### src/rtl/servo_position_controller.sv
// Servo position controller: seeks a commanded angle over the shortest wrap path, brakes, settles, holds, faults on timeout.
// Latency: every output is registered and reflects the state entered on the same edge. Backpressure: cmd_ready is low in INIT and FAULT.
// Optional macro SERVO_SOFTSTART_EN slews motor_duty by at most 4 per cycle while seeking.
module servo_position_controller #(
   parameter int ANGLE_W     = 12,
   parameter int PWM_W       = 8,
   parameter int PERIOD      = 100,
   parameter int MIN_DUTY    = 10,
   parameter int MAX_DUTY    = 80,
   parameter int KP_SHIFT    = 2,
   parameter int DEADBAND    = 4,
   parameter int SETTLE_CYC  = 16,
   parameter int TIMEOUT_CYC = 1 << 20,
   parameter int ATU_RST_CYC = 4
) (
   input  logic               clk,
   input  logic               reset,
   input  logic [ANGLE_W-1:0] cmd_target,
   input  logic               cmd_valid,
   output logic               cmd_ready,
   input  logic [ANGLE_W-1:0] current_angle,
   input  logic               clear_fault,
   output logic [PWM_W-1:0]   motor_period,
   output logic [PWM_W-1:0]   motor_duty,
   output logic [1:0]         motor_ctrl,
   output logic               clockwise,
   output logic               atu_reset,
   output logic               atu_monitor,
   output logic [31:0]        status_reg
);
   localparam int TW = $clog2(TIMEOUT_CYC + 1);
   localparam int SW = $clog2(SETTLE_CYC + 1);
   localparam int IW = $clog2(ATU_RST_CYC + 1);

   typedef enum logic [2:0] {
      S_INIT   = 3'd0,
      S_IDLE   = 3'd1,
      S_SEEK   = 3'd2,
      S_SETTLE = 3'd3,
      S_HOLD   = 3'd4,
      S_FAULT  = 3'd5
   } state_t;

   state_t             state, nstate;
   logic [ANGLE_W-1:0] target, target_n, err, mag, raw;
   logic [TW-1:0]      tcnt, tcnt_n;
   logic [SW-1:0]      scnt, scnt_n;
   logic [IW-1:0]      icnt, icnt_n;
   logic [PWM_W-1:0]   duty_clamp, duty_seek;
   logic [1:0]         ctrl_n;
   logic [31:0]        status_n;
   logic               acc, neg, in_band, cw_n;

   assign acc      = cmd_valid & cmd_ready;
   assign target_n = acc ? cmd_target : target;
   assign err      = target_n - current_angle;
   // The half-revolution error has no negative twin, so it is driven forward.
   assign neg      = err[ANGLE_W-1] && (err[ANGLE_W-2:0] != '0);
   assign mag      = neg ? -err : err;
   assign in_band  = mag <= ANGLE_W'(DEADBAND);
   assign raw      = mag >> KP_SHIFT;

   always_comb begin
      duty_clamp = PWM_W'(raw);
      if (raw < ANGLE_W'(MIN_DUTY))
         duty_clamp = PWM_W'(MIN_DUTY);
      else if (raw > ANGLE_W'(MAX_DUTY))
         duty_clamp = PWM_W'(MAX_DUTY);
   end

   always_comb begin
      nstate = state;
      tcnt_n = tcnt;
      scnt_n = scnt;
      icnt_n = icnt;
      if (acc) begin
         nstate = S_SEEK;
         tcnt_n = '0;
         scnt_n = '0;
      end else begin
         case (state)
            S_INIT: begin
               if (icnt == IW'(ATU_RST_CYC - 1))
                  nstate = S_IDLE;
               else
                  icnt_n = icnt + IW'(1);
            end
            S_SEEK: begin
               if (in_band) begin
                  nstate = S_SETTLE;
                  scnt_n = '0;
               end else begin
                  tcnt_n = (tcnt == TW'(TIMEOUT_CYC)) ? tcnt : tcnt + TW'(1);
                  if (tcnt >= TW'(TIMEOUT_CYC - 1))
                     nstate = S_FAULT;
               end
            end
            S_SETTLE: begin
               if (!in_band) begin
                  nstate = S_SEEK;
                  scnt_n = '0;
               end else begin
                  scnt_n = scnt + SW'(1);
                  if (scnt == SW'(SETTLE_CYC - 1))
                     nstate = S_HOLD;
               end
            end
            S_HOLD: begin
               if (!in_band) begin
                  nstate = S_SEEK;
                  tcnt_n = '0;
                  scnt_n = '0;
               end
            end
            S_FAULT: begin
               if (clear_fault)
                  nstate = S_IDLE;
            end
            S_IDLE:  nstate = S_IDLE;
            default: nstate = S_INIT;
         endcase
      end
   end

`ifdef SERVO_SOFTSTART_EN
   logic             seek_entry;
   logic [PWM_W-1:0] duty_base;
   assign seek_entry = (nstate == S_SEEK) && ((state != S_SEEK) || acc);
   assign duty_base  = seek_entry ? '0 : motor_duty;
   always_comb begin
      duty_seek = duty_clamp;
      if (duty_clamp > duty_base) begin
         if (duty_clamp - duty_base > PWM_W'(4))
            duty_seek = duty_base + PWM_W'(4);
      end else if (duty_base - duty_clamp > PWM_W'(4)) begin
         duty_seek = duty_base - PWM_W'(4);
      end
   end
`else
   assign duty_seek = duty_clamp;
`endif

   always_comb begin
      ctrl_n = 2'b00;
      cw_n   = 1'b0;
      if (nstate == S_SEEK) begin
         ctrl_n = neg ? 2'b10 : 2'b01;
         cw_n   = !neg;
      end else if (nstate == S_SETTLE || nstate == S_HOLD) begin
         ctrl_n = 2'b11;
      end
      status_n                = '0;
      status_n[ANGLE_W-1:0]   = current_angle;
      status_n[18:16]         = nstate;
      status_n[20]            = (nstate == S_SEEK) || (nstate == S_SETTLE);
      status_n[21]            = (nstate == S_HOLD);
      status_n[22]            = (nstate == S_FAULT);
      status_n[23]            = cw_n;
   end

   always_ff @(posedge clk) begin
      if (reset) begin
         state        <= S_INIT;
         target       <= '0;
         tcnt         <= '0;
         scnt         <= '0;
         icnt         <= '0;
         motor_period <= '0;
         motor_duty   <= '0;
         motor_ctrl   <= 2'b00;
         clockwise    <= 1'b0;
         atu_reset    <= 1'b1;
         atu_monitor  <= 1'b0;
         cmd_ready    <= 1'b0;
         status_reg   <= '0;
      end else begin
         state        <= nstate;
         target       <= target_n;
         tcnt         <= tcnt_n;
         scnt         <= scnt_n;
         icnt         <= icnt_n;
         motor_period <= PWM_W'(PERIOD);
         motor_duty   <= (nstate == S_SEEK) ? duty_seek : '0;
         motor_ctrl   <= ctrl_n;
         clockwise    <= cw_n;
         atu_reset    <= (nstate == S_INIT);
         atu_monitor  <= (nstate == S_SEEK) || (nstate == S_SETTLE) || (nstate == S_HOLD);
         cmd_ready    <= (nstate == S_IDLE) || (nstate == S_SEEK) ||
                         (nstate == S_SETTLE) || (nstate == S_HOLD);
         status_reg   <= status_n;
      end
   end
endmodule

### config.mk
export PLATFORM = sky130hd
export DESIGN_NAME = servo_position_controller
export DESIGN_NICKNAME = d
export VERILOG_FILES = /design/src/rtl/servo_position_controller.sv
export SDC_FILE = /design/constraint.sdc
export NUM_CORES = 1
export LEC_CHECK = 0
export ABC_CLOCK_PERIOD_IN_PS = 4000
export BUFFER_PORTS_ARGS = -buffer_cell sky130_fd_sc_hd__buf_2
export CAP_MARGIN = 25
export CORE_MARGIN = 5
export CORE_UTILIZATION = 51
export DETAILED_ROUTE_END_ITERATION = 8
export HOLD_SLACK_MARGIN = 0.15
export PLACE_DENSITY_LB_ADDON = 0.15
export SETUP_SLACK_MARGIN = 0.3
export SKIP_CTS_REPAIR_TIMING = 1
export SKIP_LAST_GASP = 1
export SYNTH_ARGS = -nofsm -noshare
export SYNTH_HDL_FRONTEND = slang
export SYNTH_SLANG_ARGS = --single-unit
### constraint.sdc
create_clock -name clk -period 4 [get_ports clk]
set_input_delay 0.6 -clock clk [delete_from_list [all_inputs] [get_ports clk]]
set_output_delay 0.6 -clock clk [all_outputs]
set_load 0.1 [all_outputs]
==> results of run 1 <==
## stage by stage
step                      TNS (ps)  util [%]  total power, W  setup slack [ps]  instance area [sq um]
after floorplan                  0         -        0.001200             46.81                   4658
after global placement       -2193     65.18        0.001309            -152.4                   5383
after detailed placement     -4927     65.18        0.001320            -287.4                   5383
after CTS                        0     67.88        0.001956             57.33                   5605
after global routing             0     73.00        0.002091             59.66                   6028
final                            0     73.00        0.002004             221.8                   6028
## critical path, delay by kind of cell, from the launching register on
kind | cells | cell delay [ps]
flip-flops | 1 | 350
AND/OR/NAND/NOR | 3 | 910
adder cells (fa/ha/maj) | 1 | 340
multiplexers | 2 | 490
buffers and inverters | 2 | 290
AO/OA/AOI/OAI | 6 | 1220
XOR/XNOR | 1 | 100
## cell usage in the layout (no fill, tap or decap), types with 4 or more instances in the layout
cell and instances:
and3_1 10, nand3_1 7, nand2_2 10, o21ai_0 9, buf_4 84, nand4_1 24, conb_1 19, o21ai_1 4
or3_1 5, mux2i_1 4, clkbuf_8 13, ha_4 6, xnor2_1 12, a21oi_1 21, and2_1 7, buf_2 63
o211ai_1 9, dfxtp_1 73, nand2_1 45, ha_1 8, a21oi_4 6, a211o_1 4, inv_1 25, nor3_1 5
nor2b_1 4, nor2_1 64, xor2_1 22, a21oi_2 4, buf_6 6
## worst paths after layout
kind                  start  slack, ps  cells past startpoint             to
hold reg to reg   target[7]        470                      2      target[7]
setup / recovery  cmd_ready        220                     15  motor_ctrl[1]
setup reg to reg  cmd_ready        220                     15  motor_ctrl[1]
hold / removal    target[7]        470                      2      target[7]
## cells by family after synthesis
kind of cell    after synthesis  share of synthesized area, %
flops                        74                         34.01
xor+xnor                     37                         7.613
mux                           8                         1.953
compound gates              105                         19.42
fa+ha+maj                    18                         5.343
other cells                   1                       0.08610
buf+inv                      67                         7.957
simple gates                212                         23.61
## power breakdown
group	switching, W	total [W]	leakage, nW	internal (W)
sequential	0.0000126	0.000773	0.602	0.000761
clock	0.000283	0.000640	0.116	0.000358
combinational	0.000384	0.000590	2.00	0.000206
total	0.000679	0.00200	2.72	0.00132
## routing by layer
layer | GRT usage, % | vias up | share of wire [%]
li1 | - | 2080 | -
met1 | 24.12 | 2022 | 40
met2 | 37.83 | 103 | 54
met3 | 3.549 | 28 | 3.8
met4 | 6.761 | 0 | 2.1
met5 | 0 | - | 0
## layout make-up
cell class	count	area [sq um]	share of cell area, %
Timing Repair Buffer	156	1069	17.73
Clock inverter	3	43.79	0.7264
Tap cell	105	131.4	2.179
Clock buffer	13	178.9	2.968
Multi-Input combinational cell	400	3015	50.02
Sequential cell	74	1485	24.64
Inverter	28	105.1	1.743
==> impl_metrics.tcl, run 1 <==
set metrics [dict create \
    slew_viol_final 0 \
    gr-total-overflow 0 \
    layout_min_cycle_time_ps 3778 \
    synth_area_leaders "dfxtp_1 34%, nor2_1 5.9%, ha_1 4.9%, nand2_1 4.8%, xor2_1 4.6%" \
    postRouteAntennaNets 0 \
    holdWs_ps 466.7 \
    slowest_delay_ps 570 \
    fmax_mhz 264.7 \
    clk_latency_ps 360 \
    ios 82 \
    outcome "complete, no violations" \
    cpMaxStageDelayCell "or4_4" \
    cts_buffers 9 \
    crit_type "flop to flop" \
    die_x_um 102.4 \
    worst_pin_slew_ps 727.2 \
    rows 33 \
    yosysSeqAreaShare_pct 34.01 \
    synth.largest_area_cell "dfxtp_1" \
    worstSetupStartpointType "flop" \
    grt_pass1_vias 3912 \
    cts_buffer_depth 2 \
    power_density_mw_per_mm2 332.4 \
    initial_utilization_pct 52.74 \
    peakVddDrop_mv 0.1711 \
    yosys-top-cells-count "74 x dfxtp_1, 68 x nor2_1, 56 x nand2_1" \
    dp_hpwl_mm 8.057 \
    chipHeight_um 102.4 \
    wl_per_cell_um 15.20 \
    grt_max_degree 34 \
    cts.sinks 74 \
    timing.final.crit_share_pct 94.46 \
    synth_cell_types 79 \
    antenna_cells 0 \
    ys_warn_count 0 \
    dp.cells 743 \
    grt_pass1_wl_mm 17.53 \
    rsz0062_at_grt "true" \
    end_kind "flop" \
    wirelength_mm 11.84 \
    route.detailed.drc 0 \
    yosysMostFrequentCell "dfxtp_1" \
    vias_per_cell 5.434 \
    die_area_sq_mm 0.01049 \
    relSlewSlack_pct 51.34 \
    place.gp.congestion 0.9256 \
    core_sq_mm 0.008258 \
    synthFlopType "dfxtp_1" \
    required_ps 4300 \
    synth_edf_count 0 \
    vias 4233 \
    clock-root-buffer "clkbuf_8" \
    grtUsageTotal_pct 20.59 \
    synth_top_area_share_pct 34.01 \
    largest_reg_flops 21 \
    crit_top_cell "a21oi_4" \
    place.port_buffers 63 \
    nNetsFinal 715 \
    synthCells 522 \
    area_growth_pct 38.41 \
    synth_area_per_cell_sq_um 8.344 \
    finalSetupViolCount 0 \
    hold_path.class "flop to flop" \
    antenna_found_initial 0 \
    clkTransAtPathRegs_ps 80 \
    total_leakage_power_nw 2.715 \
    nFillCells 635 \
    drtIter0Drc 146 \
    synth_area_sq_mm 0.004355 \
    cp_max_fo 6 \
    htree_levels 3 \
    fin_cells 779 \
    cts_tree "yes" \
    max_cap_viol_count 0 \
    async_flop_share_pct 0 \
    crit_path_cell_trace "and2_4, mux2i_4, buf_4, fa_2, nand2b_4, a21oi_4, a311oi_4, a21oi_2, xor2_2, or4_4, a21oi_4, buf_6, mux2_4, o31a_1, o21ai_1" \
    hold_viol_final 0 \
    drive_gt1_share_pct 39.47 \
    ys_ff_latch 74 \
    finClkSkew_ps 7.998 \
    cp_data_arrival_time_ps 4080 \
    firstDrtPassIters 5 \
]
Power figures use the tool's default switching activity.
==> run 2: changes to the inputs <==
--- a/config.mk
+++ b/config.mk
@@ -6,11 +6,11 @@
 export NUM_CORES = 1
 export LEC_CHECK = 0
 export ABC_CLOCK_PERIOD_IN_PS = 4000
-export BUFFER_PORTS_ARGS = -buffer_cell sky130_fd_sc_hd__buf_2
 export CAP_MARGIN = 25
 export CORE_MARGIN = 5
-export CORE_UTILIZATION = 51
+export CORE_UTILIZATION = 58
 export DETAILED_ROUTE_END_ITERATION = 8
+export DONT_BUFFER_PORTS = 1
 export HOLD_SLACK_MARGIN = 0.15
 export PLACE_DENSITY_LB_ADDON = 0.15
 export SETUP_SLACK_MARGIN = 0.3
==> run 2 against run 1 <==
  * Die area decreased by 11%
  * Combinational power is 22% lower
  * Clock power increased by 9.7%
  * Flip-flop and latch count is the same
  * Maximum frequency rose by 0.32%
  * Critical path type unchanged
  * Largest cell class unchanged
  * Largest power group unchanged
==> impl_metrics.tcl, run 2 (synthesized netlist as in run 1, its figures left out) <==
set metrics [dict create \
    drt-met1-wl_mm 4.520 \
    cts_tree "yes" \
    clock-root-buffer "clkbuf_8" \
    die_area_sq_mm 0.009342 \
    firstDrtPassIters 4 \
    antenna_found_initial 0 \
    place.port_buffers 0 \
    hold_path.class "primary input to flop" \
    placed_area_sq_mm 0.005000 \
    vias 3955 \
    drtIter0Drc 119 \
    r2r_slack_ps 230 \
    initial_utilization_pct 59.73 \
    reg2reg_depth 16 \
    clkTransAtPathRegs_ps 80 \
    finClkSkew_ps 9.593 \
    grt_pass1_wl_mm 17.14 \
    power_density_mw_per_mm2 356.2 \
    slew_viol_final 0 \
    worstSetupStartpointType "flop" \
    cts_buffers 9 \
    peakVddDrop_mv 0.2308 \
    worst_pin_slew_ps 997.3 \
    htree_levels 3 \
    nNetsFinal 637 \
    area_growth_pct 29.59 \
    place.gp.congestion 0.8495 \
    wl_per_cell_um 15.83 \
    relSlewSlack_pct 33.67 \
    dr_wl_met3_um 429 \
    end_kind "flop" \
    fmax_mhz 265.5 \
    wirelength_mm 11.00 \
    required_ps 4280 \
    layout_min_cycle_time_ps 3766 \
    postRouteAntennaNets 0 \
    rsz0062_at_grt "true" \
    vias_per_cell 5.691 \
    cts_buffer_depth 2 \
    total_leakage_power_nw 2.348 \
    timing.final.crit_share_pct 94.16 \
    finalSetupViolCount 0 \
    top_layer "met4" \
    gr-total-overflow 0 \
    route.detailed.drc 0 \
    regToRegEndpoint "motor_duty[2]" \
    hold_path_depth 1 \
    layout_commonest_cell "dfxtp_1" \
    core_sq_mm 0.007292 \
    dp_hpwl_mm 7.706 \
    die_x_um 96.66 \
    holdPathEnd "status_reg[1]" \
    antenna_cells 0 \
    final_area_sq_mm 0.005644 \
    cp_max_fo 5 \
    cp_data_arrival_time_ps 4050 \
    grt_max_degree 34 \
    drive_gt1_share_pct 32.05 \
    crit_start "cmd_ready" \
    critical_path.reg2reg.startpoint "cmd_ready" \
    chipHeight_um 96.66 \
    grtUsageTotal_pct 21.64 \
    min_from "reset" \
    p_total_w 0.002010 \
    outcome "complete, no violations" \
    largest_reg_flops 21 \
    max_cap_viol_count 0 \
    crit_type "flop to flop" \
    postLayoutCoreUtil_pct 77.40 \
    grt_pass1_vias 3701 \
    hold_viol_final 0 \
    wl_met2_mm 5.914 \
    ios 82 \
    layout_common_cells "71 x dfxtp_1, 69 x buf_4, 61 x nor2_1, 46 x nand2_1, 27 x inv_1" \
    cts.sinks 74 \
    clk_latency_ps 360 \
    rows 31 \
]
-- run 2: stage by stage --
step / hold slack [ps] / std cells / setup slack, ps / setup TNS (ps)
final: 302.3 / 695 / 233.7 / 0
after CTS: 285.3 / 679 / 72.81 / 0
after global routing: 277.4 / 695 / 65.34 / 0
after floorplan: 444.2 / 540 / 46.81 / 0
after detailed placement: 450.6 / 663 / -140.5 / -2126
after global placement: 444.7 / 663 / -50.69 / -321.8
-- run 2: final cells by class --
| cell class | count | area, sq um |
|---|---|---|
| clock buffer | 10 | 148.9 |
| clock inverter | 6 | 96.34 |
| fill | 517 | 1648 |
| inverter | 28 | 105.1 |
| multi-input combinational | 399 | 3005 |
| sequential | 74 | 1488 |
| tap | 99 | 123.9 |
| timing repair buffer | 79 | 676.9 |
-- run 2: routing by layer --
metal | up-vias | GRT usage [%]
li1 | 1922 | -
met1 | 1922 | 25.35
met2 | 99 | 38.54
met3 | 12 | 5.827
met4 | 0 | 6.263
met5 | - | 0
-- run 2: worst max path at each step --
stage                                to  slack, ps  cells past startpoint
after floorplan           motor_duty[5]         50                     15
after global placement    motor_duty[2]        -50                     16
after detailed placement        scnt[0]       -140                     17
after CTS                 motor_duty[5]         70                     16
after global routing      motor_ctrl[0]         70                     17
final                     motor_duty[2]        230                     16
-- run 2: critical path, cell delays in order (launching register included) --
cell	delay, ps
dfxtp_4	360
and2_4	190
mux2i_4	290
inv_2	80
ha_4	270
nand2b_4	60
a211oi_4	350
o21a_1	220
or4_4	140
o311ai_4	110
buf_4	170
o41ai_4	370
buf_6	170
o211ai_2	90
a32oi_2	250
or3b_4	430
nor3_2	130
-- run 2: power by group --
part	internal (W)	leakage [nW]	switching [W]
registers	0.000761	0.602	0.0000838
logic	0.000176	1.63	0.000287
clock network	0.000395	0.120	0.000307
total	0.00133	2.35	0.000678
